`config.mk`:
```
export PLATFORM = sky130hd
export DESIGN_NAME = mr_order_gen
export DESIGN_NICKNAME = d
export VERILOG_FILES = /design/src/rtl/mr_order_gen.sv
export SDC_FILE = /design/constraint.sdc
export NUM_CORES = 1
export LEC_CHECK = 0
export BUFFER_PORTS_ARGS = -buffer_cell sky130_fd_sc_hd__buf_4
export CAP_MARGIN = 10
export CORE_UTILIZATION = 45
export DETAILED_ROUTE_END_ITERATION = 7
export PLACE_DENSITY_LB_ADDON = 0.12
export SLEW_MARGIN = 40
export SYNTH_ARGS = -nofsm -noshare
export SYNTH_HDL_FRONTEND = slang
export SYNTH_SLANG_ARGS = --single-unit
```
`constraint.sdc`:
```
create_clock -name clk -period 10.9 [get_ports clk]
set_clock_uncertainty 0.15 [all_clocks]
set_input_delay 2.18 -clock clk [delete_from_list [all_inputs] [get_ports clk]]
set_output_delay 2.18 -clock clk [all_outputs]
set_load 0.005 [all_outputs]
```
`src/rtl/mr_order_gen.sv`:
```
// rtl/mr_order_gen.sv - mean-reversion order generator (mid vs EMA, hysteresis, cooldown, position limit)
module mr_order_gen #(
  parameter int Q_W          = 48,
  parameter int FRAC_W       = 16,
  parameter int THRESH_Q     = 65536,
  parameter int WARMUP_TICKS = 16,
  parameter int COOLDOWN_CYC = 8,
  parameter int POS_W        = 16,
  parameter int MAX_POS      = 100,
  parameter int QTY          = 1
) (
  input  logic                     clk,
  input  logic                     rstn,
  input  logic [Q_W-1:0]           mid_q,
  input  logic [Q_W-1:0]           ema_q,
  input  logic                     ema_valid,
  input  logic                     sig_tick,
  input  logic                     kill,
  output logic                     ord_valid,
  input  logic                     ord_ready,
  output logic                     ord_side,
  output logic [Q_W-FRAC_W-1:0]    ord_price,
  output logic [POS_W-1:0]         ord_qty,
  output logic signed [POS_W-1:0]  pos,
  output logic                     halted
);

  localparam int PW = Q_W - FRAC_W;

  localparam logic [2:0] S_WARMUP   = 3'd0;
  localparam logic [2:0] S_ARMED    = 3'd1;
  localparam logic [2:0] S_ISSUE    = 3'd2;
  localparam logic [2:0] S_COOLDOWN = 3'd3;
  localparam logic [2:0] S_HALT     = 3'd4;

  localparam logic signed [Q_W:0]   THR     = (Q_W+1)'(THRESH_Q);
  localparam logic signed [Q_W:0]   HALF    = (Q_W+1)'(THRESH_Q >> 1);
  localparam logic signed [POS_W:0] QTY_X   = (POS_W+1)'(QTY);
  localparam logic signed [POS_W:0] MAX_X   = (POS_W+1)'(MAX_POS);
  localparam logic [POS_W-1:0]      QTY_P   = POS_W'(QTY);
  localparam logic [15:0]           WU_LAST = (WARMUP_TICKS > 0) ? 16'(WARMUP_TICKS - 1) : 16'd0;
  localparam logic [15:0]           CD_LAST = (COOLDOWN_CYC > 0) ? 16'(COOLDOWN_CYC - 1) : 16'd0;

  logic [2:0]  state;
  logic [15:0] wu_cnt;
  logic [15:0] cd_cnt;
  logic        sell_armed;
  logic        buy_armed;

  logic signed [Q_W:0]   diff;
  logic signed [POS_W:0] pos_x;
  logic                  sell_fire;
  logic                  buy_fire;
  logic                  rearm;
  logic                  take;
  logic [PW-1:0]         price_floor;
  logic [PW-1:0]         price_ceil;

  assign diff  = $signed({1'b0, mid_q}) - $signed({1'b0, ema_q});
  assign pos_x = {pos[POS_W-1], pos};
  assign rearm = (diff < HALF) && (diff > -HALF);

  // A trigger blocked by the position limit never fires, so its armed latch survives.
  assign sell_fire = (diff > THR)  && sell_armed && ((pos_x - QTY_X) >= -MAX_X);
  assign buy_fire  = (diff < -THR) && buy_armed  && ((pos_x + QTY_X) <= MAX_X);
  assign take      = (state == S_ARMED) && !kill && sig_tick && (sell_fire || buy_fire);

  assign price_floor = mid_q[Q_W-1:FRAC_W];
  assign price_ceil  = price_floor + PW'(|mid_q[FRAC_W-1:0]);

  assign ord_valid = (state == S_ISSUE);
  assign halted    = (state == S_HALT);

  always_ff @(posedge clk or negedge rstn) begin
    if (!rstn) begin
      state      <= S_WARMUP;
      wu_cnt     <= '0;
      cd_cnt     <= '0;
      sell_armed <= 1'b1;
      buy_armed  <= 1'b1;
      ord_side   <= 1'b0;
      ord_price  <= '0;
      ord_qty    <= '0;
      pos        <= '0;
    end else begin
      if (sig_tick) begin
        if (rearm) begin
          sell_armed <= 1'b1;
          buy_armed  <= 1'b1;
        end
        if (take && sell_fire) sell_armed <= 1'b0;
        if (take && !sell_fire) buy_armed <= 1'b0;
      end

      case (state)
        S_WARMUP: begin
          if (kill) begin
            state <= S_HALT;
          end else if (sig_tick && ema_valid) begin
            wu_cnt <= wu_cnt + 16'd1;
            if (wu_cnt >= WU_LAST) state <= S_ARMED;
          end
        end
        S_ARMED: begin
          if (kill) begin
            state <= S_HALT;
          end else if (take) begin
            ord_side  <= sell_fire;
            ord_price <= sell_fire ? price_ceil : price_floor;
            ord_qty   <= QTY_P;
            state     <= S_ISSUE;
          end
        end
        S_ISSUE: begin
          // Kill never withdraws a presented order; it only redirects after the fill.
          if (ord_ready) begin
            pos <= ord_side ? (pos - $signed(QTY_P)) : (pos + $signed(QTY_P));
            cd_cnt <= '0;
            if (kill)                   state <= S_HALT;
            else if (COOLDOWN_CYC == 0) state <= S_ARMED;
            else                        state <= S_COOLDOWN;
          end
        end
        S_COOLDOWN: begin
          if (kill) begin
            state <= S_HALT;
          end else if (cd_cnt == CD_LAST) begin
            state <= S_ARMED;
          end else begin
            cd_cnt <= cd_cnt + 16'd1;
          end
        end
        S_HALT: begin
          if (!kill) state <= S_ARMED;
        end
        default: state <= S_WARMUP;
      endcase
    end
  end

endmodule

```
# Word level (Yosys, flattened, before mapping)
# Cells that the tools add are included.
[word_totals] ff_bits=87 inputBits=102 word_cells=84
[classes] bitwise_logic=1 n_eq_ne=13 order_cmp=7 muxes=20 n_reduce_logical=26 n_addsub=8
[op_table] op="less-than comparator 49 x 17 -> 1 bit (second input constant)" count=2
[op_table] op="two-way mux 16 bit" count=4
[op_table] op="> comparator 49 x 16 -> 1 bit (second input constant)" count=1
[op_table] op="> comparator 49 x 18 -> 1 bit (second input constant)" count=1
[op_table] op="subtractor 48 x 48 -> 49 bit" count=1
[op_table] op="adder 16 x 1 -> 16 bit (second input constant)" count=2
[op_table] op="adder 32 x 1 -> 32 bit" count=1
[op_table] op="two-way mux 32 bit" count=1
[op_table] op="case mux 16 bit (2 select lines)" count=1
[op_table] op="two-way mux 3 bit" count=10
[op_table] op="adder 16 x 2 -> 17 bit (second input constant)" count=1
[op_table] op="greater-or-equal comparator 17 x 8 -> 1 bit (second input constant)" count=1
[op_table] op="less-or-equal comparator 17 x 8 -> 1 bit (second input constant)" count=1
[op_table] op="subtractor 16 x 2 -> 17 bit (second input constant)" count=1
[op_table] op="adder 16 x 2 -> 16 bit (second input constant)" count=1
[op_table] op="== test 16 x 3 -> 1 bit (second input constant)" count=1
[op_table] op="greater-or-equal comparator 16 x 4 -> 1 bit (second input constant)" count=1
[op_table] op="OR reduction 16 bit" count=1
[op_table] op="subtractor 16 x 2 -> 16 bit (second input constant)" count=1
[op_table] op="case mux 3 bit (5 select lines)" count=1
[op_table] op="!= test 3 bit (second input constant)" count=4
[op_table] op="logical AND 1 bit" count=11
[op_table] op="== test 3 x 2 -> 1 bit (second input constant)" count=2
[op_table] op="!= test 2 bit (second input constant)" count=3
[op_table] op="13 further kinds" count=21

# Longest topological paths before layout
[logic_depth] word_depth=9 mapped_depth=18

# Least setup slack after synthesis
# No wires, ideal clock.
[synth_timing] path_type="in2reg" from="in mid_q[0]" to="reg ord_price[23]" setup_slack_ns=4.510 setup_time_ns=0.125 required_time_ns=10.625 stages=18 arrival_time_ns=6.115 path_cell_list="inv_1 ha_1 fa_1 nor2b_1 o21ai_1 a31oi_1 a211oi_2 o41ai_2 a311oi_1 xnor2_1 nor4_1 nand3_1 or4b_1 clkbuf_1 buf_6 and3b_1 xor2_1 mux2_2"
[synth_between] elab_chain_len=7 word_cells_on_any_way=13 cone_classes="2 x add/sub; 2 x order compare; 1 x mux; 8 x reduce/logical"
[synth_lines] item="from (decl)" line_no="14" source="input logic [Q_W-1:0] mid_q,"
[synth_lines] item="subtractor 48 x 48 -> 49 bit" line_no="59" source="assign diff = $signed({1'b0, mid_q}) - $signed({1'b0, ema_q});"
[synth_lines] item="> comparator 49 x 18 -> 1 bit or less-than comparator 49 x 17 -> 1 bit (tied branches)" line_no="64, 65"
[synth_lines] item="logical AND 1 bit, on equally long branches (2 in series)" line_no="64, 65"
[synth_lines] item="logical OR 1 bit" line_no="66" source="assign take = (state == S_ARMED) && !kill && sig_tick && (sell_fire || buy_fire);"
[synth_lines] item="logical AND 1 bit" line_no="66"
[synth_lines] item="AND reduction 3 bit (no source line)"
[synth_lines] item="to (signal assigned)" line_no="109" source="ord_price <= sell_fire ? price_ceil : price_floor;"
[synth_lines] item="to (decl)" line_no="22" source="output logic [Q_W-FRAC_W-1:0] ord_price,"
# Several ways; a longest one is shown, not always the timed one.
# A chain may end at the register's enable or synchronous reset.

# Worst setup path after layout
[layout_timing] from="in mid_q[0]" to="reg ord_price[15]"
# The elaborated chain is that of the path after synthesis.

==> flow_summary.toml <==
[layout]
drive_gt1_share_pct = 18.2
diodes = 0
fin_nets = 1393
final_area_sq_mm = 0.0104
regArea_sq_mm = 0.00218
multi_input_area_sq_mm = 0.00606
area_growth_pct = 18.4
num-fill-cells = 1881

[global_routing]
grt_pass1_vias = 7902
grt_first_pass_wirelength_mm = 39.9
grt_overflow = 0
track_usage_pct = 25.1
grt_max_degree = 80
antenna_found_initial = 0

[timing]
finalSetupViolations = 0
finalCriticalPeriod_ns = 7.05
fmax_mhz = 142
finalMaxSlewViolations = 0
fin_setup_tns_ns = 0
timing.final.ws_setup_ns = 3.85
fin_hold_ws_ns = 0.315
hold_viol_final = 0
tightest_slew_ns = 0.801
max_slew_margin_pct = 46.1
min_period_over_period_pct = 64.7
rsz0062_at_grt = "no"

[floorplanning]
ios = 169
die_w_microns = 142
std_cell_rows = 50
coreArea_sq_mm = 0.0189
start_util_pct = 46.4
die_area_sq_mm = 0.0200
die_h_microns = 142

[clocking]
cts_setup_buffers = 0
cts_hold_buf = 0
cts-resized-gates = 0
cts_tree = "built"
cts_buffer_depth = 2
clock-sinks = 87
cts_made_buffers = 9
clock_latency_ns = 0.34
h-tree-depth = 3
path_clk_slew_ns = 0.07
clockRootBuffer = "clkbuf_16"

[setup_path]
crit_family = "compound AO/OA/AOI/OAI gates"
endpoint_kind = "flop"
cp-start-kind = "primary input"
critPathMaxFanout = 14
critPathMostFrequentCell = "nor4_1"
arrival_ns = 7.13
cp_num_buf_inv = 4
critPathSlowestCell = "o41ai_2"
cp_cell_sequence = "buf_4 -> inv_1 -> ha_1 -> fa_1 -> nor2b_1 -> o21ai_1 -> a31oi_1 -> a211oi_2 -> o41ai_2 -> a311oi_1 -> xnor2_1 -> nor4_1 -> nand4b_1 -> nor4_1 -> nor4_1 -> nor2_4 -> buf_8 -> buf_8 -> mux2_2"
worstPathRequired_ns = 10.98
slowest_delay_ns = 0.67
path_class = "primary input to flop"

[route]
routedWlPerCell_microns = 16.9
vias = 8479
drc = 0
drt_wl_total_mm = 25.1
drt_iter0_drc = 487
dr.pass1.iters = 6
ant_nets = 0
viasPerCell = 5.70

[synth]
seq_area_frac_synth_pct = 24.9
avgSynthCellArea_sq_um = 7.98
synthArstFlopShare_pct = 100
syn-cell-area_sq_mm = 0.00877
synthDistinctLibCells = 73
ys_warn_count = 0
syn_inst = 1099
synth_edf_count = 0
synth-main-ff-cell = "dfrtp_1"
ys_ff_latch = 87

[power_and_ir_drop]
p_sw_share_pct = 39.1
power.density_mw_per_mm2 = 174
pwr-share-comb_pct = 50.7
p_leak_nw = 4.90
switchingPower_mw = 0.705
pwr-share-clk_pct = 18.9
irDropWorstVdd_mv = 0.0889
power_frac_seq_pct = 30.3
p_int_mw = 1.10

[placed_design]
io_buffers = 153
dp_slack_ns = 3.54
place_area_sq_mm = 0.0100
routabilityCongestion = 0.991
place_hpwl_mm = 20.3

[flow_run]
drv_cap = 0

[status]
status = "completed"

[min_path]
hp-class = "flop to flop"
==> through the flow <==
| step | utilization [%] | total power [mW] | instances |
|---|---|---|---|
| finish | 55.0 | 1.80 | 1488 |
| global route | 55.0 | 1.94 | 1488 |
| CTS | 54.9 | 1.81 | 1488 |
| detailed placement | 53.2 | 1.46 | 1472 |
| global placement | 53.0 | 1.44 | 1470 |
| floorplan | - | 1.11 | 1113 |
==> sequential cells by signal, indices dropped and copies added, names as in the netlist <==
register and cells:
pos 16, cd_cnt 16, sell_armed 1, ord_side 1, state 3, ord_qty 1
wu_cnt 16, buy_armed 1, ord_price 32
==> cells in the mapped netlist, drive strengths merged (3+ instances only) <==
cell | count | area [sq um]
and3 | 28 | 175
xnor2 | 73 | 639
o211ai | 4 | 30.0
nor3 | 25 | 125
or4 | 6 | 45.0
a211o | 4 | 35.0
o21a | 13 | 97.6
nand3 | 32 | 160
o31a | 3 | 26.3
a2111oi | 6 | 71.3
mux2i | 3 | 30.0
nor4 | 22 | 138
o221ai | 5 | 43.8
nand2b | 5 | 31.3
clkbuf | 27 | 101
a21oi | 76 | 380
nor2 | 81 | 307
and4 | 7 | 61.3
o21bai | 8 | 60.1
dfrtp | 85 | 2130
o211a | 3 | 30.0
xor2 | 34 | 298
mux2 | 36 | 405
inv | 76 | 285
a21boi | 4 | 30.0
a31oi | 9 | 56.3
nand4 | 55 | 344
ha | 66 | 826
a211oi | 10 | 80.1
and3b | 3 | 26.3
o311ai | 3 | 26.3
nand4b | 4 | 35.0
or2 | 4 | 25.0
a21o | 26 | 195
nor2b | 6 | 37.5
a221oi | 3 | 26.3
nand2 | 104 | 390
o31ai | 8 | 60.1
or3 | 10 | 62.6
buf | 32 | 205
a311oi | 4 | 35.0
o21ai | 53 | 265
and2 | 6 | 37.5
==> layer usage <==
| metal | routed length, microns | track usage [%] | share of wire, % |
|---|---|---|---|
| met5 | 0 | 0 | 0 |
| met4 | 625 | 8.49 | 2.5 |
| met1 | 11400 | 34.1 | 46 |
| met3 | 1340 | 3.07 | 5.3 |
| met2 | 11700 | 41.1 | 47 |
==> power groups by stage <==
stage | Clock [mW] | Sequential, mW | Combinational [mW]
5_1_grt | 0.361 | 0.560 | 1.02
4_1_cts | 0.350 | 0.546 | 0.915
2_1_floorplan | 0 | 0.521 | 0.593
6_report | 0.341 | 0.546 | 0.914
3_5_place_dp | 0 | 0.551 | 0.908
3_3_place_gp | 0 | 0.548 | 0.894
==> worst register-to-register path, delay by kind of cell (launching register included) <==
family / cells / cell delay (ns)
adder cells (fa/ha/maj): 1 / 0.36
AO/OA/AOI/OAI: 9 / 2.04
XOR/XNOR: 2 / 0.28
flip-flops: 1 / 0.80
AND/OR/NAND/NOR: 2 / 0.27
==> logic make-up after synthesis <==
| kind of cell | count (synthesis) | share of synthesized area [%] |
|---|---|---|
| buf+inv | 135 | 6.75 |
| other cells | 1 | 0.0428 |
| xor+xnor | 107 | 10.7 |
| fa+ha+maj | 68 | 9.87 |
| simple gates | 404 | 23.4 |
| mux | 39 | 4.97 |
| compound gates | 258 | 19.4 |
| flops | 87 | 24.9 |
==> layout make-up <==
class	instances	share of cell area, %
clock buffers	10	2.30
clock inverters	6	0.880
inverters	76	2.75
multi-input cells	891	58.3
flip-flops and latches	87	21.0
well taps	260	3.13
repair buffers	158	11.6
==> final timing paths <==
path,from,to,slack (ns),cells past startpoint
worst max-delay path,mid_q[0],ord_price[15],3.85,19
worst min-delay path,sell_armed,sell_armed,0.31,2
worst max register to register,ord_side,pos[15],6.87,14
worst min register to register,sell_armed,sell_armed,0.31,2
max in group asynchronous,rstn,cd_cnt[5],8.17,2
min in group asynchronous,rstn,pos[8],1.50,1
==> cell usage in the layout, fill, tap and decap left out, types with 15 or more instances in the layout <==
cell type,synthesis,routed
a21o_1,26,26
a21oi_1,76,76
and3_1,28,28
buf_4,15,155
conb_1,1,15
dfrtp_1,85,85
ha_1,66,66
inv_1,76,76
mux2_2,36,36
nand2_1,104,103
nand3_1,32,32
nand4_1,55,55
nor2_1,80,80
nor3_1,25,25
nor4_1,22,22
o21ai_0,48,48
xnor2_1,73,73
xor2_1,34,34
Power figures use the tool's default switching activity.
